--- src/rtl/traceback_unit.sv ---
// traceback_unit: walks the stored direction matrix back from the best-score cell and streams edit ops.
// Ports: clk/reset_i (async active-low); start + tb_x_i/tb_y_i begin a walk;
// mem_block_num/column_num address the direction SRAM, column_k0 returns its 80-bit word a cycle later;
// op_o/op_valid/op_ready carry ops (0 diag, 1 deletion, 2 insertion); busy, done, end_x/end_y report status.
module traceback_unit #(
    parameter int ADDRESS_WIDTH   = 10,
    parameter int MEM_BLOCK_WIDTH = 6
) (
    input  logic                       clk,
    input  logic                       reset_i,
    input  logic                       start,
    input  logic [ADDRESS_WIDTH-1:0]   tb_x_i,
    input  logic [ADDRESS_WIDTH-1:0]   tb_y_i,
    output logic [MEM_BLOCK_WIDTH-1:0] mem_block_num,
    output logic [ADDRESS_WIDTH-1:0]   column_num,
    input  logic [79:0]                column_k0,
    output logic [1:0]                 op_o,
    output logic                       op_valid,
    input  logic                       op_ready,
    output logic                       busy,
    output logic                       done,
    output logic [ADDRESS_WIDTH-1:0]   end_x,
    output logic [ADDRESS_WIDTH-1:0]   end_y
);
    typedef enum logic [2:0] {S_IDLE, S_ISSUE, S_FETCH, S_DECODE, S_EMIT, S_FIN} state_t;
    typedef enum logic [2:0] {G_H, G_E, G_EH, G_F, G_FH} gap_t;
    state_t                   r_state;
    gap_t                     r_g;
    logic [ADDRESS_WIDTH-1:0] r_x;
    logic [ADDRESS_WIDTH-1:0] r_y;
    logic [4:0]               r_dir;
    logic [6:0]               w_shift;
    logic [4:0]               w_field;
    logic [2:0]               w_src;
    logic [ADDRESS_WIDTH-1:0] w_nx;
    logic [ADDRESS_WIDTH-1:0] w_ny;
    assign mem_block_num = MEM_BLOCK_WIDTH'(r_y >> 4);
    assign column_num    = r_x;
    assign busy          = r_state != S_IDLE;
    // row r occupies column_k0[79-5r -: 5]
    assign w_shift = 7'(75 - 5 * int'(r_y[3:0]));
    assign w_field = 5'(column_k0 >> w_shift);
    assign w_src   = r_dir[2:0];
    // the coordinate move decided in DECODE is applied at the EMIT handshake so the
    // SRAM address stays put until the consumer takes the op
    assign w_nx = (op_o == 2'd2) ? r_x : r_x - 1'b1;
    assign w_ny = (op_o == 2'd1) ? r_y : r_y - 1'b1;
    always_ff @(posedge clk or negedge reset_i) begin
        if (!reset_i) begin
            r_state  <= S_IDLE;
            r_g      <= G_H;
            r_x      <= '0;
            r_y      <= '0;
            r_dir    <= '0;
            op_o     <= '0;
            op_valid <= 1'b0;
            done     <= 1'b0;
            end_x    <= '0;
            end_y    <= '0;
        end else begin
            done <= 1'b0;
            case (r_state)
                S_IDLE: if (start) begin
                    r_x <= tb_x_i;
                    r_y <= tb_y_i;
                    r_g <= G_H;
                    if (tb_x_i == '0 || tb_y_i == '0) begin
                        r_state <= S_FIN;
                        done    <= 1'b1;
                        end_x   <= tb_x_i;
                        end_y   <= tb_y_i;
                    end else begin
                        r_state <= S_ISSUE;
                    end
                end
                S_ISSUE: r_state <= S_FETCH;
                S_FETCH: begin
                    r_dir   <= w_field;
                    r_state <= S_DECODE;
                end
                S_DECODE: begin
                    if (r_g == G_H) begin
                        if (w_src == 3'd1) begin
                            op_o     <= 2'd0;
                            op_valid <= 1'b1;
                            r_state  <= S_EMIT;
                        end else if (w_src >= 3'd2 && w_src <= 3'd5) begin
                            // src 2..5 maps onto E, EH, F, FH; decode again from the same word
                            r_g <= gap_t'(w_src - 3'd1);
                        end else begin
                            r_state <= S_FIN;
                            done    <= 1'b1;
                            end_x   <= r_x;
                            end_y   <= r_y;
                        end
                    end else if (r_g == G_E || r_g == G_EH) begin
                        op_o     <= 2'd1;
                        op_valid <= 1'b1;
                        r_g      <= r_dir[3] ? r_g : G_H;
                        r_state  <= S_EMIT;
                    end else begin
                        op_o     <= 2'd2;
                        op_valid <= 1'b1;
                        r_g      <= r_dir[4] ? r_g : G_H;
                        r_state  <= S_EMIT;
                    end
                end
                S_EMIT: if (op_ready) begin
                    op_valid <= 1'b0;
                    op_o     <= 2'd0;
                    r_x      <= w_nx;
                    r_y      <= w_ny;
                    if (w_nx == '0 || w_ny == '0) begin
                        r_state <= S_FIN;
                        done    <= 1'b1;
                        end_x   <= w_nx;
                        end_y   <= w_ny;
                    end else begin
                        r_state <= S_ISSUE;
                    end
                end
                S_FIN: r_state <= S_IDLE;
                default: r_state <= S_IDLE;
            endcase
        end
    end
endmodule

--- config.mk ---
export PLATFORM = sky130hd
export DESIGN_NAME = traceback_unit
export DESIGN_NICKNAME = d
export VERILOG_FILES = /design/src/rtl/traceback_unit.sv
export SDC_FILE = /design/constraint.sdc
export NUM_CORES = 1
export LEC_CHECK = 0
export CAP_MARGIN = 20
export CORE_ASPECT_RATIO = 1.25
export CORE_MARGIN = 5
export CORE_UTILIZATION = 52
export CTS_BUF_LIST = sky130_fd_sc_hd__clkbuf_16
export DETAILED_ROUTE_END_ITERATION = 7
export GPL_ROUTABILITY_DRIVEN = 0
export PLACE_DENSITY = 0.86
export SYNTH_ARGS = -nofsm -noshare
export SYNTH_HDL_FRONTEND = slang
export SYNTH_SLANG_ARGS = --single-unit
--- constraint.sdc ---
create_clock -name clk -period 11.7 [get_ports clk]
set_input_delay 2.34 -clock clk [delete_from_list [all_inputs] [get_ports clk]]
set_output_delay 2.34 -clock clk [all_outputs]
set_load 0.1 [all_outputs]
After elaboration in Yosys (flattened, before gate mapping)
Cells that the tools add are included.
{"block": "totals", "reg_bits": 55, "inputBits": 104, "word_cells": 117}
{"block": "classes", "add_sub_neg": 4, "multipliers": 1, "order_cmp": 2, "n_eq_ne": 22, "shifts": 1, "n_mux": 57, "n_reduce_logical": 20}
{"cell": "$mux 10", "n": 20}
{"cell": "$shr 80x7->5", "n": 1}
{"cell": "$pmux 10 s3", "n": 2}
{"cell": "$mux 3", "n": 14}
{"cell": "$logic_not 10->1", "n": 4}
{"cell": "$pmux 10 s2", "n": 2}
{"cell": "$sub 10x1->10 const B", "n": 2}
{"cell": "$pmux 3 s5", "n": 1}
{"cell": "$ne 2x2->1 const B", "n": 7}
{"cell": "$ne 4x4->1 const B", "n": 3}
{"cell": "$mux 1", "n": 10}
{"cell": "$eq 3x1->1 const B", "n": 3}
{"cell": "$eq 3x2->1 const B", "n": 3}
{"cell": "$ne 3x3->1 const B", "n": 3}
{"cell": "$reduce_and 3->1", "n": 3}
{"cell": "$mux 2", "n": 4}
{"cell": "$reduce_and 8->1", "n": 1}
{"cell": "$mul 3x4->7 const A", "n": 1}
{"cell": "$sub 7x7->7 const A", "n": 1}
{"cell": "$logic_not 3->1", "n": 2}
{"cell": "$pmux 3 s2", "n": 1}
{"cell": "$reduce_and 6->1", "n": 1}
{"cell": "$reduce_bool 2->1", "n": 3}
{"cell": "$reduce_bool 3->1", "n": 2}
{"cell": "11 further kinds", "n": 13}

Logic depth before layout (Yosys ltp)
Gate-level depths: netlist (run 1).
{"block": "logic_depth", "word_depth": 7, "mapped_depth": 14}

Worst setup path after synthesis (run 1)
No wires, ideal clock.
{"block": "synth_path", "path_type": "input to register", "start": "in tb_x_i[6]", "end": "reg end_x[4]", "setup_time_ns": 0.126, "arrival_ns": 3.960, "t_required_ns": 11.574, "path_slack_ns": 7.613, "stages": 6, "path_cell_list": "or4_1 -> o41ai_1 -> a31oi_1 -> o21ai_2 -> buf_6 -> mux2_4"}
{"block": "synth_via", "elab_chain_cells": 4}
{"element": "from (decl)", "line_no": "12", "rtl": "input logic [ADDRESS_WIDTH-1:0] tb_x_i,"}
{"element": "$logic_not 10->1", "line_no": "67", "rtl": "if (tb_x_i == '0 || tb_y_i == '0) begin"}
{"element": "$logic_or 1x1->1", "line_no": "67"}
{"element": "$ne 2x2->1 (no source line)"}
{"element": "$reduce_and 8->1 (no source line)"}
{"element": "to (signal assigned)", "line_no": "70", "rtl": "end_x <= tb_x_i;"}
{"element": "to (signal assigned)", "line_no": "93", "rtl": "end_x <= r_x;"}
{"element": "to (signal assigned)", "line_no": "116", "rtl": "end_x <= w_nx;"}
{"element": "to (decl)", "line_no": "22", "rtl": "output logic [ADDRESS_WIDTH-1:0] end_x,"}
No other way between the ends.
A chain may end at the register's enable or synchronous reset.

Worst setup path in the final report (run 1)
{"block": "layout_path", "start": "reg r_state[2]", "end": "out busy"}
{"block": "layout_via", "elab_chain_cells": 1}
{"element": "from (decl)", "line_no": "27", "rtl": "state_t r_state;"}
{"element": "from (signal assigned)", "line_no": "50", "rtl": "r_state <= S_IDLE;"}
{"element": "from (signal assigned)", "line_no": "68", "rtl": "r_state <= S_FIN;"}
{"element": "from (signal assigned)", "line_no": "73", "rtl": "r_state <= S_ISSUE;"}
{"element": "$reduce_bool 3->1", "line_no": "39", "rtl": "assign busy = r_state != S_IDLE;"}
{"element": "to (decl)", "line_no": "20", "rtl": "output logic busy,"}
No other way between the ends.

==> impl_metrics.json, run 1 <==
{
  "tightest_slew_ns": 1.05,
  "syn_to_final_growth_pct": 23.6,
  "tns_ns": 0,
  "drv_slew": 0,
  "reg2reg_slack_ns": 6.92,
  "reg2reg_depth": 10,
  "endpoint_kind": "output pin",
  "holdPathStages": 1,
  "syn-num-nets": 811,
  "cts_resized": 0,
  "path_clk_slew_ns": 0.07,
  "grt.busiest_layer": "met2",
  "htree_levels": 2,
  "fin_skew_ns": 0.00549,
  "grt_max_degree": 69,
  "synth_edf_count": 0,
  "drive_gt1_frac": 0.177,
  "r2r_end": "r_dir[3]$_DFFE_PN0P_",
  "fp-row-count": 46,
  "slowest_delay_ns": 0.99,
  "fin_ws_ns": 6.86,
  "path_max_fanout": 19,
  "holdBufCountCts": 0,
  "fillers": 1003,
  "grt_pass1_vias": 6597,
  "grt_util_all_layers": 0.261,
  "drtIter0Drc": 638,
  "drc": 0,
  "period_minus_slack_ns": 4.84,
  "met2_usage": 0.469,
  "clock_latency_ns": 0.30,
  "worstReg2RegStart": "r_y[0]$_DFFE_PN0P_",
  "fmax_ghz": 0.207,
  "yosysSeqAreaShare": 0.208,
  "die_h_um": 136,
  "place_ws_ns": 6.60,
  "max_cap_viol_count": 0,
  "antenna_found_initial": 0,
  "max_slew_margin": 0.297,
  "nets": 908,
  "outcome": "finished clean",
  "final_area_um2": 8160,
  "synth_flop_cell": "dfrtp_1",
  "syn_inst": 695,
  "io_pins": 145,
  "hpwl_um": 15100,
  "critical_path_arrival_ns": 2.50,
  "groute.layer.met3.usage": 0.0396,
  "clock-sinks": 55,
  "holdCritStartpoint": "end_y[6]$_DFFE_PN0P_",
  "port_buffers": 144,
  "die_width_um": 111,
  "post_synth_num_cell_types": 75,
  "crit_type": "flip-flop to output pin",
  "placed_area_um2": 7970,
  "period_share": 0.414,
  "dr.pass1.iters": 5,
  "finalHoldViolCount": 0,
  "wl_per_cell_um": 21.1,
  "fp.coreArea_um2": 12500,
  "n_antenna_cell": 0,
  "crit_chain": "nor3_1, inv_1, clkdlybuf4s50_1",
  "fp.dieArea_um2": 15100,
  "cp.required_ns": 9.36,
  "use_met1": 0.309,
  "clockRootBuffer": "clkbuf_16",
  "avgSynthCellArea_um2": 9.50,
  "gr-total-overflow": 0,
  "start_util": 0.526,
  "ys_ff_latch": 55,
  "async_reset_ff_frac": 1.00,
  "cts_buffer_depth": 2,
  "min_to": "end_y[6]$_DFFE_PN0P_",
  "routed-via-count": 6630,
  "finalSetupViolations": 0,
  "rsz0062_at_grt": "no",
  "cp-start-kind": "flip-flop",
  "cts_setup_buffers": 0,
  "min_path_type": "flip-flop to flip-flop",
  "grt_pass1_wl_um": 33100,
  "viasPerCell": 6.90,
  "syn_area_um2": 6600,
  "crit_slowest_cell": "clkdlybuf4s50_1",
  "cts-buffers-inserted": 5,
  "ys_warn_count": 0,
  "antenna_left": 0,
  "wirelength_um": 20300,
  "cts_tree": "built",
  "final_util": 0.650
}
[sequential cells by signal, summed over array words and instances, names as in the netlist]
register / count
end_y: 10
column_num: 10
r_state: 3
op_o: 2
r_dir: 5
op_valid: 1
r_y: 10
r_g: 3
done: 1
end_x: 10
[stage by stage]
stage	cells	hold slack (ns)
finish	961	0.511
global route	961	0.531
CTS	960	0.515
detailed placement	952	0.492
global placement	952	0.501
floorplan	695	0.492
[synthesized netlist by cell type, types with 5 or more instances]
cell	n	area [um2]
dfrtp_1	55	1380
a31oi_1	6	37.5
a21oi_1	62	310
inv_1	23	86.3
buf_2	14	70.1
a2111oi_0	5	43.8
mux2_4	17	255
clkbuf_1	28	105
nor4_1	5	31.3
nand2_1	68	255
a211oi_1	7	52.6
nor2b_1	6	37.5
mux2_2	6	67.6
o21ai_0	51	255
mux2i_1	22	220
o22ai_1	11	68.8
nand3_1	22	110
nor2_1	47	176
buf_4	13	97.6
buf_6	6	67.6
xnor2_1	7	61.3
and2_1	5	31.3
a221o_1	7	70.1
ha_1	11	138
nor3_1	21	105
mux4_2	75	1690
or3_1	5	31.3
[final cells by class]
class                      count  area [um2]  area share
timing repair buffer         155        1540       0.189
clock inverter                 3        38.8     0.00475
tap                          168         210      0.0258
inverter                      24        90.1      0.0110
sequential                    55        1380       0.169
multi-input combinational    551        4780       0.585
clock buffer                   5         125      0.0153
[worst max-delay path by stage]
stage / slack [ns] / endpoint / cells after the start / startpoint
detailed placement: 6.60 / end_y[8]$_DFFE_PN0P_ / 7 / tb_x_i[7]
global route: 6.67 / r_dir[3]$_DFFE_PN0P_ / 11 / r_y[0]$_DFFE_PN0P_
finish: 6.86 / busy / 3 / r_state[2]$_DFFE_PN0P_
floorplan: 7.61 / end_x[4]$_DFFE_PN0P_ / 6 / tb_x_i[6]
global placement: 6.67 / end_y[4]$_DFFE_PN0P_ / 7 / tb_x_i[6]
CTS: 6.88 / busy / 3 / r_state[2]$_DFFE_PN0P_
[critical path, delay by kind of cell, from the launching register on]
family | cells | cell delay (ns)
flip-flops | 1 | 0.57
AND/OR/NAND/NOR | 1 | 0.57
buffers and inverters | 2 | 1.07
[placed cells by master, fill, tap and decap left out, types with 6 or more instances in the layout]
master           instances
nor2_1                  47
a221o_1                  7
buf_4                   10
mux2_4                  17
xnor2_1                  7
nand2_1                 68
a211oi_1                 7
a31oi_1                  6
clkdlybuf4s50_1        143
dfrtp_1                 53
nor2b_1                  6
ha_1                    10
o21ai_0                 51
mux4_2                  75
mux2i_1                 22
o22ai_1                 11
mux2_2                   6
inv_1                   23
nor3_1                  21
a21oi_1                 61
nand3_1                 22
[cells by family (layout without fill, tap and decap cells)]
kind of cell | count (synthesis) | in the layout | synth area share
and+or+nand+nor | 213 | 213 | 0.158
AOI/OAI and AO/OA | 197 | 197 | 0.190
muxes | 120 | 120 | 0.338
buffers and inverters | 89 | 187 | 0.0692
DFF | 55 | 55 | 0.208
adders and majority gates | 12 | 12 | 0.0239
xor gates and xnor gates | 9 | 9 | 0.0119
[routing by layer]
metal / wire, um / vias up
li1: - / 2898
met1: 7260 / 3175
met2: 10500 / 481
met3: 1740 / 76
met4: 841 / 0
met5: 0 / -
Power of run 1 is not shown: default switching activity piles up to over one toggle a cycle in this logic, so the estimate is an artifact.
==> run 2: changes to the inputs <==
- clock period: 11.7 -> 5.1 ns (I/O delays scaled with it)
==> impl_metrics.json, run 2 (same netlist as run 1, synthesis figures left out) <==
{
  "gr-total-overflow": 0,
  "io_pins": 145,
  "grt_pass1_wl_um": 32900,
  "routed-via-count": 6616,
  "worstReg2RegStart": "r_y[0]$_DFFE_PN0P_",
  "reg2reg_slack_ns": 0.94,
  "endpoint_kind": "flip-flop",
  "clockRootBuffer": "clkbuf_16",
  "reg2reg_depth": 10,
  "drv_slew": 0,
  "fmax_ghz": 0.240,
  "outcome": "finished clean",
  "path_clk_slew_ns": 0.06,
  "rsz0062_at_grt": "no",
  "max_cap_viol_count": 0,
  "grt.busiest_layer": "met2",
  "drtIter0Drc": 742,
  "antenna_found_initial": 0,
  "finalSetupViolations": 0,
  "cts_setup_buffers": 0,
  "min_path_type": "flip-flop to flip-flop",
  "period_share": 0.816,
  "path_max_fanout": 36,
  "clock-sinks": 55,
  "n_antenna_cell": 0,
  "finalHoldViolCount": 0,
  "use_met1": 0.306,
  "crit_type": "flip-flop to flip-flop",
  "met2_usage": 0.474,
  "syn_to_final_growth_pct": 23.3,
  "fillers": 1012,
  "cts_resized": 0,
  "cp-start-kind": "flip-flop",
  "cts_buffer_depth": 2,
  "fp-row-count": 46,
  "port_buffers": 144,
  "dr.pass1.iters": 6,
  "viasPerCell": 6.88,
  "holdCritStartpoint": "end_y[2]$_DFFE_PN0P_",
  "fp.dieArea_um2": 15100,
  "fin_skew_ns": 0.00413,
  "drc": 0,
  "fp.coreArea_um2": 12500,
  "clock_latency_ns": 0.29,
  "holdPathStages": 1,
  "period_minus_slack_ns": 4.16,
  "grt_max_degree": 58,
  "tns_ns": 0,
  "cts-buffers-inserted": 5,
  "drive_gt1_frac": 0.175,
  "start_util": 0.526,
  "critical_path.startpoint": "r_y[0]$_DFFE_PN0P_",
  "htree_levels": 2,
  "wirelength_um": 20000,
  "tightest_slew_ns": 1.02,
  "cts_tree": "built",
  "die_h_um": 136,
  "nets": 908,
  "groute.layer.met3.usage": 0.0423,
  "hpwl_um": 15300,
  "cp.required_ns": 5.27,
  "antenna_left": 0,
  "final_common_cell": "clkdlybuf4s50_1",
  "die_width_um": 111,
  "holdBufCountCts": 0,
  "wl_per_cell_um": 20.9,
  "r2r_end": "r_dir[3]$_DFFE_PN0P_",
  "max_slew_margin": 0.319,
  "min_to": "end_y[2]$_DFFE_PN0P_",
  "final_cell_mix": "143 x clkdlybuf4s50_1, 75 x mux4_2, 68 x nand2_1",
  "grt_util_all_layers": 0.260,
  "critical_path_arrival_ns": 4.33,
  "grt_pass1_vias": 6637
}
run 2: cell types whose count changed in the layout (fill, tap and decap cells not counted), sizes merged:
cell	before	now
bufinv	1	0
clkinv	2	1
inv	24	26
run 2: worst max-delay path, stage by stage, from the launching register on:
cell,delay [ns]
dfrtp_4,0.70
ha_2,0.43
inv_1,0.23
fa_1,0.88
buf_4,0.36
inv_2,0.22
a2111oi_0,0.43
nor4_1,0.08
a311oi_1,0.24
a31oi_1,0.12
or3_1,0.32
run 2: cell type report:
class	instances	area, um2	area share
timing repair buffer	155	1550	0.190
clock inverter	3	12.5	0.00154
sequential	55	1380	0.170
multi-input combinational	551	4780	0.587
tap	168	210	0.0258
clock buffer	5	125	0.0154
inverter	24	90.1	0.0111
run 2: worst max path at each step:
stage / endpoint / slack, ns / cells past startpoint
global placement: r_dir[3]$_DFFE_PN0P_ / 1.11 / 10
CTS: r_dir[3]$_DFFE_PN0P_ / 0.98 / 10
floorplan: r_dir[3]$_DFFE_PN0P_ / 1.34 / 11
finish: r_dir[3]$_DFFE_PN0P_ / 0.94 / 10
global route: r_dir[3]$_DFFE_PN0P_ / 0.68 / 10
detailed placement: r_dir[3]$_DFFE_PN0P_ / 1.01 / 10
run 2: through the flow:
stage	area (um2)	hold WS, ns	setup WS [ns]	util	std cells
after floorplan	6600	0.492	1.34	-	695
after global placement	7960	0.497	1.11	0.635	951
after detailed placement	7960	0.490	1.01	0.635	951
after CTS	8100	0.512	0.984	0.646	959
after global routing	8140	0.524	0.682	0.649	961
final	8140	0.509	0.940	0.649	961
run 2: per-layer routing:
layer | part of all wire | routed length [um] | vias to the layer above
li1 | - | - | 2900
met1 | 0.37 | 7330 | 3219
met2 | 0.52 | 10400 | 427
met3 | 0.078 | 1570 | 70
met4 | 0.038 | 761 | 0
met5 | 0 | 0 | -
Power of run 2 is left out for the same reason.
==> run 3: changes to the inputs <==
- CORE_UTILIZATION: 52 -> 48
- PLACE_DENSITY: 0.86 -> 0.83
- clock period: 5.1 -> 3.7 ns (I/O delays scaled with it)
==> impl_metrics.json, run 3 (same netlist as run 1, synthesis figures left out) <==
{
  "outcome": "finished clean",
  "htree_levels": 2,
  "drc": 0,
  "drive_gt1_frac": 0.190,
  "final_cell_mix": "139 x clkdlybuf4s50_1, 75 x mux4_2, 68 x nand2_1",
  "path_clk_slew_ns": 0.08,
  "placed_area_um2": 8060,
  "wirelength_um": 20000,
  "met2_usage": 0.424,
  "finalHoldViolCount": 0,
  "path_max_fanout": 31,
  "critical_path_arrival_ns": 3.57,
  "drtIter0Drc": 542,
  "fmax_ghz": 0.295,
  "fp.dieArea_um2": 16200,
  "reg2reg_slack_ns": 0.31,
  "fin_hold_ws_ns": 0.506,
  "nets": 916,
  "final_area_um2": 8210,
  "drv_slew": 0,
  "grt_util_all_layers": 0.244,
  "period_minus_slack_ns": 3.39,
  "clock-sinks": 55,
  "use_met1": 0.298,
  "cts-buffers-inserted": 5,
  "routed-via-count": 6536,
  "cp-start-kind": "flip-flop",
  "clock_latency_ns": 0.31,
  "antenna_found_initial": 0,
  "syn_to_final_growth_pct": 24.3,
  "crit_chain": "ha_2, inv_1, fa_1, buf_12, mux4_2, mux4_2, nand2_1, a21oi_1, or3_1",
  "finalSetupViolations": 0,
  "min_path_type": "input pin to asynchronous set/reset pin",
  "worstReg2RegStart": "r_y[0]$_DFFE_PN0P_",
  "grt_pass1_vias": 6557,
  "register_area_um2": 1380,
  "slowest_delay_ns": 0.60,
  "hpwl_um": 15300,
  "die_h_um": 141,
  "crit_type": "flip-flop to flip-flop",
  "cts_tree": "built",
  "multi_input_area_um2": 4770,
  "n_antenna_cell": 0,
  "cts_resized": 0,
  "grt_pass1_wl_um": 32700,
  "cp_common_cell": "mux4_2",
  "endpoint_kind": "flip-flop",
  "holdBufCountCts": 0,
  "fillers": 1144,
  "r2r_end": "r_dir[3]$_DFFE_PN0P_",
  "cp.required_ns": 3.88,
  "reg2reg_depth": 9,
  "cts_setup_buffers": 0,
  "final_common_cell": "clkdlybuf4s50_1",
  "dr.pass1.iters": 5,
  "rsz0062_at_grt": "no",
  "tns_ns": 0,
  "die_width_um": 115,
  "start_util": 0.484,
  "tightest_slew_ns": 0.995,
  "grt_max_degree": 63,
  "cts_buffer_depth": 2,
  "max_cap_viol_count": 0,
  "viasPerCell": 6.70,
  "crit_slowest_cell": "fa_1",
  "port_buffers": 144,
  "grt.busiest_layer": "met2",
  "max_slew_margin": 0.334,
  "gr-total-overflow": 0,
  "wl_per_cell_um": 20.5,
  "antenna_left": 0,
  "fin_skew_ns": 0.0108,
  "fp-row-count": 48,
  "fp.coreArea_um2": 13600,
  "period_share": 0.915,
  "io_pins": 145,
  "clockRootBuffer": "clkbuf_16",
  "groute.layer.met3.usage": 0.0356
}
-- run 3: through the flow --
step,util,instances,setup WS (ns)
after floorplan,-,695,0.0760
after global placement,0.591,968,0.349
after detailed placement,0.591,968,0.247
after CTS,0.602,976,0.225
after global routing,0.602,976,0.181
final,0.602,976,0.313
-- run 3: worst max-delay path: cells and delay by family, from the launching register on --
kind                       cells  cell delay (ns)
DFF                            1             0.53
muxes                          2             1.01
adders and majority gates      2             0.94
buffers and inverters          2             0.27
and+or+nand+nor                2             0.45
AOI/OAI and AO/OA              1             0.06
-- run 3: metal layers --
metal,vias to the layer above,routed length (um)
li1,2918,-
met1,3146,7220
met2,414,10300
met3,58,1790
met4,0,723
met5,-,0
-- run 3: final cells by class --
class	count	share of cell area
clock buffer	5	0.0152
multi-input combinational	551	0.581
tap	175	0.0267
sequential	55	0.168
timing repair buffer	163	0.195
inverter	24	0.0110
clock inverter	3	0.00290
-- run 3: how the worst max path moves through the flow --
stage,startpoint,endpoint,depth (start not counted)
after floorplan,r_y[2]$_DFFE_PN0P_,r_dir[3]$_DFFE_PN0P_,11
after global placement,r_y[0]$_DFFE_PN0P_,r_dir[3]$_DFFE_PN0P_,7
after detailed placement,r_y[0]$_DFFE_PN0P_,r_dir[2]$_DFFE_PN0P_,8
after CTS,r_y[0]$_DFFE_PN0P_,r_dir[2]$_DFFE_PN0P_,8
after global routing,r_y[0]$_DFFE_PN0P_,r_dir[3]$_DFFE_PN0P_,9
final,r_y[0]$_DFFE_PN0P_,r_dir[3]$_DFFE_PN0P_,9
Power of run 3 is left out for the same reason.
